`src/rtl/mem_tester_pkg.sv`:
```
// Shared constants and state encoding for the march-style memory tester.
package mem_tester_pkg;

    // Tester sequence: two write/read passes (true pattern, then complement).
    typedef enum logic [2:0] {
        ST_IDLE = 3'd0,
        ST_WR_A = 3'd1,
        ST_RD_A = 3'd2,
        ST_WR_B = 3'd3,
        ST_RD_B = 3'd4,
        ST_FIN  = 3'd5
    } state_e;

    // Addresses visited per write or read phase.
    localparam int PHASE_LEN = 32;

    // Cycles between presenting a read address and seeing its data.
    localparam int RD_DRAIN  = 1;

endpackage

```
`src/rtl/mem_tester_if.sv`:
```
// Bus between the tester (master) and the memory under test (slave).
interface mem_tester_if #(
    parameter int AW = 5,
    parameter int DW = 8
);
    logic [AW-1:0] mem_ad;
    logic [DW-1:0] mem_din;
    logic          mem_we;
    logic [DW-1:0] mem_dout;

    modport master (
        output mem_ad,
        output mem_din,
        output mem_we,
        input  mem_dout
    );

    modport slave (
        input  mem_ad,
        input  mem_din,
        input  mem_we,
        output mem_dout
    );
endinterface

```
`src/rtl/mem_tester_pattern.sv`:
```
// Expected-data generator: seed + address, optionally complemented.
// Shared by the write path and the read-compare path so both agree.
module mem_pattern #(
    parameter int AW = 5,
    parameter int DW = 8
) (
    input  logic [DW-1:0] i_seed,
    input  logic [AW-1:0] i_ad,
    input  logic          i_phase_b,
    output logic [DW-1:0] o_data
);

    logic [DW-1:0] w_pat;

    // Sum wraps modulo 2**DW; phase B stores the bitwise complement.
    always_comb begin
        w_pat = i_seed + DW'(i_ad);
        if (i_phase_b) begin
            o_data = ~w_pat;
        end else begin
            o_data = w_pat;
        end
    end

endmodule

```
`src/rtl/mem_tester.sv`:
```
// Memory tester: writes pattern A, reads it back, writes ~A, reads it back,
// counting mismatches and remembering the first failing address.
module mem_tester
    import mem_tester_pkg::*;
#(
    parameter int AW = 5,
    parameter int DW = 8
) (
    input  logic            clk,
    input  logic            clr,
    input  logic            start,
    input  logic [DW-1:0]   seed,
    mem_tester_if.master    mem,
    output logic            busy,
    output logic            done,
    output logic            pass,
    output logic [AW+1:0]   err_cnt,
    output logic [AW-1:0]   first_err_ad
);

    localparam logic [AW-1:0] LAST_AD = AW'(PHASE_LEN - 1);
    localparam logic [AW-1:0] ZERO_AD = {AW{1'b0}};
    localparam logic [AW+1:0] ERR_MAX = {(AW+2){1'b1}};
    localparam logic [AW+1:0] ERR_0   = {(AW+2){1'b0}};

    state_e          r_state;
    state_e          w_nxt_state;
    logic [AW-1:0]   r_cnt;
    logic [AW-1:0]   w_nxt_cnt;
    logic            r_drain;
    logic            w_nxt_drain;
    logic [DW-1:0]   r_seed;
    logic [DW-1:0]   w_seed_eff;
    logic            w_start_acc;

    logic            w_wr_phase;
    logic            w_rd_phase;
    logic            w_wr_phase_b;
    logic [DW-1:0]   w_wr_data;
    logic            w_cmp_vld;
    logic [AW-1:0]   w_cmp_ad;
    logic [DW-1:0]   w_exp_data;
    logic            w_mismatch;

    logic [AW+1:0]   r_err_cnt;
    logic [AW+1:0]   w_err_nxt;
    logic [AW-1:0]   r_first_err_ad;
    logic [AW-1:0]   w_first_nxt;

    logic            r_busy;
    logic            r_done;
    logic            r_pass;
    logic            r_mem_we;
    logic [AW-1:0]   r_mem_ad;
    logic [DW-1:0]   r_mem_din;

    assign w_start_acc = (r_state == ST_IDLE) && start;
    assign w_seed_eff  = w_start_acc ? seed : r_seed;

    // State, address counter and read-drain flag.
    always_ff @(posedge clk or negedge clr) begin
        if (!clr) begin
            r_state <= ST_IDLE;
            r_cnt   <= ZERO_AD;
            r_drain <= 1'b0;
        end else begin
            r_state <= w_nxt_state;
            r_cnt   <= w_nxt_cnt;
            r_drain <= w_nxt_drain;
        end
    end

    // Next-state sequencing; counter stops at the terminal address, never wraps.
    always_comb begin
        w_nxt_state = r_state;
        w_nxt_cnt   = r_cnt;
        w_nxt_drain = r_drain;
        case (r_state)
            ST_IDLE: begin
                if (start) begin
                    w_nxt_state = ST_WR_A;
                    w_nxt_cnt   = ZERO_AD;
                    w_nxt_drain = 1'b0;
                end else begin
                    w_nxt_state = ST_IDLE;
                end
            end
            ST_WR_A, ST_WR_B: begin
                if (r_cnt == LAST_AD) begin
                    w_nxt_state = (r_state == ST_WR_A) ? ST_RD_A : ST_RD_B;
                    w_nxt_cnt   = ZERO_AD;
                end else begin
                    w_nxt_cnt   = r_cnt + AW'(1);
                end
            end
            ST_RD_A, ST_RD_B: begin
                if (r_drain) begin
                    w_nxt_state = (r_state == ST_RD_A) ? ST_WR_B : ST_FIN;
                    w_nxt_cnt   = ZERO_AD;
                    w_nxt_drain = 1'b0;
                end else if (r_cnt == LAST_AD) begin
                    w_nxt_drain = 1'b1;
                end else begin
                    w_nxt_cnt   = r_cnt + AW'(1);
                end
            end
            ST_FIN: begin
                w_nxt_state = ST_IDLE;
                w_nxt_cnt   = ZERO_AD;
                w_nxt_drain = 1'b0;
            end
            default: begin
                w_nxt_state = ST_IDLE;
                w_nxt_cnt   = ZERO_AD;
                w_nxt_drain = 1'b0;
            end
        endcase
    end

    // Bus outputs are registered from next state, so they line up with the state cycle.
    assign w_wr_phase   = (w_nxt_state == ST_WR_A) || (w_nxt_state == ST_WR_B);
    assign w_rd_phase   = (w_nxt_state == ST_RD_A) || (w_nxt_state == ST_RD_B);
    assign w_wr_phase_b = (w_nxt_state == ST_WR_B);

    mem_pattern #(.AW(AW), .DW(DW)) u_wr_pattern (
        .i_seed    (w_seed_eff),
        .i_ad      (w_nxt_cnt),
        .i_phase_b (w_wr_phase_b),
        .o_data    (w_wr_data)
    );

    // Read data trails the address by one cycle; during the drain cycle the
    // counter is parked on the last address, which is the one being checked.
    assign w_cmp_vld = ((r_state == ST_RD_A) || (r_state == ST_RD_B)) &&
                       (r_drain || (r_cnt != ZERO_AD));
    assign w_cmp_ad  = r_drain ? r_cnt : (r_cnt - AW'(RD_DRAIN));

    mem_pattern #(.AW(AW), .DW(DW)) u_cmp_pattern (
        .i_seed    (r_seed),
        .i_ad      (w_cmp_ad),
        .i_phase_b (r_state == ST_RD_B),
        .o_data    (w_exp_data)
    );

    assign w_mismatch = w_cmp_vld && (mem.mem_dout != w_exp_data);

    // Error bookkeeping: cleared on an accepted start, saturating count, first address latched once.
    always_comb begin
        w_err_nxt   = r_err_cnt;
        w_first_nxt = r_first_err_ad;
        if (w_start_acc) begin
            w_err_nxt   = ERR_0;
            w_first_nxt = ZERO_AD;
        end else if (w_mismatch) begin
            if (r_err_cnt == ERR_MAX) begin
                w_err_nxt = r_err_cnt;
            end else begin
                w_err_nxt = r_err_cnt + {{(AW+1){1'b0}}, 1'b1};
            end
            if (r_err_cnt == ERR_0) begin
                w_first_nxt = w_cmp_ad;
            end else begin
                w_first_nxt = r_first_err_ad;
            end
        end else begin
            w_err_nxt   = r_err_cnt;
            w_first_nxt = r_first_err_ad;
        end
    end

    // Registered outputs, seed capture and result registers.
    always_ff @(posedge clk or negedge clr) begin
        if (!clr) begin
            r_seed         <= {DW{1'b0}};
            r_err_cnt      <= ERR_0;
            r_first_err_ad <= ZERO_AD;
            r_busy         <= 1'b0;
            r_done         <= 1'b0;
            r_pass         <= 1'b0;
            r_mem_we       <= 1'b0;
            r_mem_ad       <= ZERO_AD;
            r_mem_din      <= {DW{1'b0}};
        end else begin
            r_seed         <= w_seed_eff;
            r_err_cnt      <= w_err_nxt;
            r_first_err_ad <= w_first_nxt;
            r_busy         <= (w_nxt_state != ST_IDLE);
            r_done         <= (w_nxt_state == ST_FIN);
            if (w_start_acc) begin
                r_pass <= 1'b0;
            end else if (w_nxt_state == ST_FIN) begin
                r_pass <= (w_err_nxt == ERR_0);
            end else begin
                r_pass <= r_pass;
            end
            r_mem_we  <= w_wr_phase;
            r_mem_ad  <= (w_wr_phase || w_rd_phase) ? w_nxt_cnt : ZERO_AD;
            r_mem_din <= w_wr_phase ? w_wr_data : {DW{1'b0}};
        end
    end

    assign mem.mem_ad    = r_mem_ad;
    assign mem.mem_din   = r_mem_din;
    assign mem.mem_we    = r_mem_we;
    assign busy          = r_busy;
    assign done          = r_done;
    assign pass          = r_pass;
    assign err_cnt       = r_err_cnt;
    assign first_err_ad  = r_first_err_ad;

endmodule

```
`src/flat_wrapper.sv`:
```
// flat-port wrapper written by rule: the top's interface ports become plain ports
module mem_tester_flat import mem_tester_pkg::*;
#(
    parameter int AW = 5,
    parameter int DW = 8
)
  (clk, clr, start, seed, busy, done, pass, err_cnt, first_err_ad, mem_mem_ad, mem_mem_din, mem_mem_we, mem_mem_dout);
  mem_tester_if #(.AW(AW), .DW(DW)) mem_i ();
  input  logic clk;
  input  logic clr;
  input  logic start;
  input  logic [DW-1:0] seed;
  output logic busy;
  output logic done;
  output logic pass;
  output logic [AW+1:0] err_cnt;
  output logic [AW-1:0] first_err_ad;
  output wire logic [$bits(mem_i.mem_ad)-1:0] mem_mem_ad;
  output wire logic [$bits(mem_i.mem_din)-1:0] mem_mem_din;
  output wire logic [$bits(mem_i.mem_we)-1:0] mem_mem_we;
  input wire logic [$bits(mem_i.mem_dout)-1:0] mem_mem_dout;
  assign mem_mem_ad = mem_i.mem_ad;
  assign mem_mem_din = mem_i.mem_din;
  assign mem_mem_we = mem_i.mem_we;
  assign mem_i.mem_dout = mem_mem_dout;
  mem_tester #(.AW(AW), .DW(DW)) u_core (.clk(clk), .clr(clr), .start(start), .seed(seed), .mem(mem_i), .busy(busy), .done(done), .pass(pass), .err_cnt(err_cnt), .first_err_ad(first_err_ad));
endmodule
```
`config.mk`:
```
export PLATFORM = sky130hd
export DESIGN_NAME = mem_tester_flat
export DESIGN_NICKNAME = d
export VERILOG_FILES = /design/src/rtl/mem_tester_pkg.sv /design/src/rtl/mem_tester_if.sv /design/src/rtl/mem_tester_pattern.sv /design/src/rtl/mem_tester.sv /design/src/flat_wrapper.sv
export SDC_FILE = /design/constraint.sdc
export NUM_CORES = 1
export LEC_CHECK = 0
export CORE_MARGIN = 1.5
export CORE_UTILIZATION = 35
export DETAILED_ROUTE_END_ITERATION = 12
export GPL_ROUTABILITY_DRIVEN = 0
export PLACE_DENSITY = 0.66
export REMOVE_ABC_BUFFERS = 1
export SLEW_MARGIN = 20
export SYNTH_ARGS = -nofsm -noshare
export SYNTH_HDL_FRONTEND = slang
export SYNTH_SLANG_ARGS = --single-unit
```
`constraint.sdc`:
```
create_clock -name clk -period 7.8 [get_ports clk]
set_input_delay 1.17 -clock clk [delete_from_list [all_inputs] [get_ports clk]]
set_output_delay 1.17 -clock clk [all_outputs]
set_load 0.02 [all_outputs]
```
==> flow_summary.ini <==
[drt]
drtIter0Drc = 74
drt-total-wl_um = 6040
drcViolationCount = 0
avgRoutedWirePerCell_um = 13.7
via_per_inst = 4.95
drt_pass1_iterations = 4
antenna_left = 0
num_vias = 2180

[place]
place_hpwl_um = 4570
pre_cts_ws_ns = 3.57
numPortBuffers = 47

[layout]
fin_nets = 376
seqCellArea_um2 = 1150
mostFrequentLayoutCells = clkdlybuf4s50_1 (46), dfrtp_1 (46), nand2_1 (44)
area_growth_pct = 23.9
multi_input_area_um2 = 1550
fillers = 752
drive_gt1_frac = 0.0562
antenna_cells = 0

[worst_setup_path]
r2r_slack_ns = 4.02
end_kind = flip-flop
path_class = in2reg
worst_r2r_endpoint = u_core.pass
crit_start = start
worstRegToRegCells = 14
critPathLaunchType = input pin
cp.required_ns = 7.98
crit_slowest_cell = nor4_1
critPathArrivalTime_ns = 4.10
cp_cell_sequence = clkdlybuf4s50_1 > nor4_1 > a21oi_1 > o21ai_0 > ha_1 > a21o_1 > a21o_1 > a21o_1 > a21oi_1 > or4_1 > a21oi_1
path_max_fanout = 6
critical-path-max-stage-delay_ns = 0.67
worstReg2RegStart = u_core.r_cnt[1]

[cts]
cts_buffer_depth = 2
holdBufCountCts = 0
cts-buffers-inserted = 5
htreeDepth = 2
clk_pin_slew_worst_paths_ns = 0.10
clock_latency_ns = 0.31
cts_tree = built
clock_sinks = 46
cts_setup_buffers = 0
cts-resized-gates = 0
cts-root-buf = clkbuf_8

[pwr]
p_leak_nw = 1.58
max-vdd-ir-drop_mv = 0.177
total_power_w = 0.00160
p_per_area_nw_per_um2 = 460

[global_route]
grt_max_degree = 47
grt_pass1_vias = 2215
grt_usage = 0.154
grt_overflow = 0
antenna_found_initial = 0
grt_pass1_wl_um = 10400

[synth]
synth.distinct_cells = 48
synth_edf_count = 0
avgSynthCellArea_um2 = 9.68
async_flop_share = 1.00
synthSimpleGateAreaFrac = 0.209
synthXorXnorAreaFrac = 0.131
synth_area_um2 = 2810
synthMuxAreaShare = 0.0143
ys.flop_type = dfrtp_1
synth_compound_area_frac = 0.105
synth_top_family_by_area = simple AND/OR/NAND/NOR gates
yosysSeqAreaShare = 0.410
ys_warn_count = 0
synth_fa_ha_area_frac = 0.0945
synthCells = 290
synth_seq_cells = 46

[floorplanning]
core-area_um2 = 7730
std_cell_rows = 32
dieWidth_um = 92.5
die_height_um = 92.5
fp.dieArea_um2 = 8560
initial_core_util = 0.363
io_pins = 48

[sta]
worst_pin_slew_ns = 0.844
min_period_ns = 3.92
period_share = 0.503
rsz0062_at_grt = false
maxSlewViolCount = 0
slew_headroom = 0.432
fmax_ghz = 0.255
hold_violations = 0
finalSetupViolCount = 0
setup_tns_ns = 0
clock-skew-final_ns = 0.0121
hold_slack_ns = 0.511
fin_ws_ns = 3.88

[outcome]
status = complete, no violations

[hold_path]
hold_end = u_core.pass
hold_depth = 2
min_path_type = reg2reg
worstHoldStart = u_core.pass

[flow_run]
maxCapViolCount = 0
-- logic make-up after synthesis --
| family | Yosys count |
|---|---|
| AND/OR/NAND/NOR | 112 |
| multiplexers | 4 |
| adder cells (fa/ha/maj) | 20 |
| XOR/XNOR | 41 |
| buffers and inverters | 22 |
| AO/OA/AOI/OAI | 45 |
| flip-flops | 46 |
-- through the flow --
stage,cell area [um2],utilization,instances
6_report,3480,0.450,440
5_1_grt,3480,0.450,440
4_1_cts,3470,0.449,440
3_5_place_dp,3360,0.434,432
3_3_place_gp,3360,0.434,432
2_1_floorplan,2760,-,282
-- worst max-delay path by stage --
stage	to	slack, ns	depth (start not counted)
CTS	u_core.mem.mem_din[7]	3.89	11
detailed placement	u_core.mem.mem_din[7]	3.57	11
floorplan	u_core.pass	4.41	12
global route	u_core.mem.mem_din[7]	3.55	11
global placement	u_core.mem.mem_din[7]	3.62	11
finish	u_core.mem.mem_din[7]	3.88	11
-- Yosys cell counts, drive strengths merged (3+ instances only) --
cell	n	share of area
dfrtp	46	0.41
nand2	44	0.059
xnor2	31	0.099
nor2	20	0.027
ha	18	0.080
inv	13	0.017
a21oi	12	0.021
a21o	10	0.027
xor2	10	0.031
o21ai	9	0.019
nand3	7	0.012
nand3b	7	0.019
and3	6	0.013
buf	4	0.012
clkbuf	4	0.0053
mux2i	4	0.014
nand4	4	0.011
nor3	4	0.0071
a211oi	3	0.0080
and2	3	0.0067
nor4	3	0.012
or4	3	0.0094
-- critical path: cells and delay by family --
family	cells	cell delay (ns)
adder cells (fa/ha/maj)	1	0.31
AO/OA/AOI/OAI	7	1.32
AND/OR/NAND/NOR	2	0.83
buffers and inverters	1	0.47
-- per-layer routing --
metal | vias to the layer above | share of wire | track usage
met1 | 1046 | 0.46 | 0.201
met5 | - | 0 | 0
met3 | 8 | 0.031 | 0.0320
met4 | 0 | 0.013 | 0.0423
met2 | 43 | 0.50 | 0.258
li1 | 1083 | - | -
-- layout make-up --
type | instances | share of cell area
sequential | 46 | 0.331
clock buffer | 5 | 0.0198
clock inverter | 3 | 0.0137
multi-input combinational | 222 | 0.447
inverter | 14 | 0.0151
timing repair buffer | 48 | 0.137
tap | 102 | 0.0367
-- registers in the layout (all words and copies together), names as in the netlist --
| register | count |
|---|---|
| u_core.busy | 1 |
| u_core.done | 1 |
| u_core.err_cnt | 7 |
| u_core.first_err_ad | 5 |
| u_core.mem.mem_ad | 5 |
| u_core.mem.mem_din | 8 |
| u_core.mem.mem_we | 1 |
| u_core.pass | 1 |
| u_core.r_cnt | 5 |
| u_core.r_drain | 1 |
| u_core.r_seed | 8 |
| u_core.r_state | 3 |
-- power breakdown --
group	switching (W)	internal, W	total (W)	leakage (nW)
clock network	0.0000917	0.0000979	0.000190	0.0591
registers	0.0000710	0.000334	0.000405	0.581
logic	0.000533	0.000471	0.00100	0.937
Note: power is estimated with default switching activity, not from simulation.
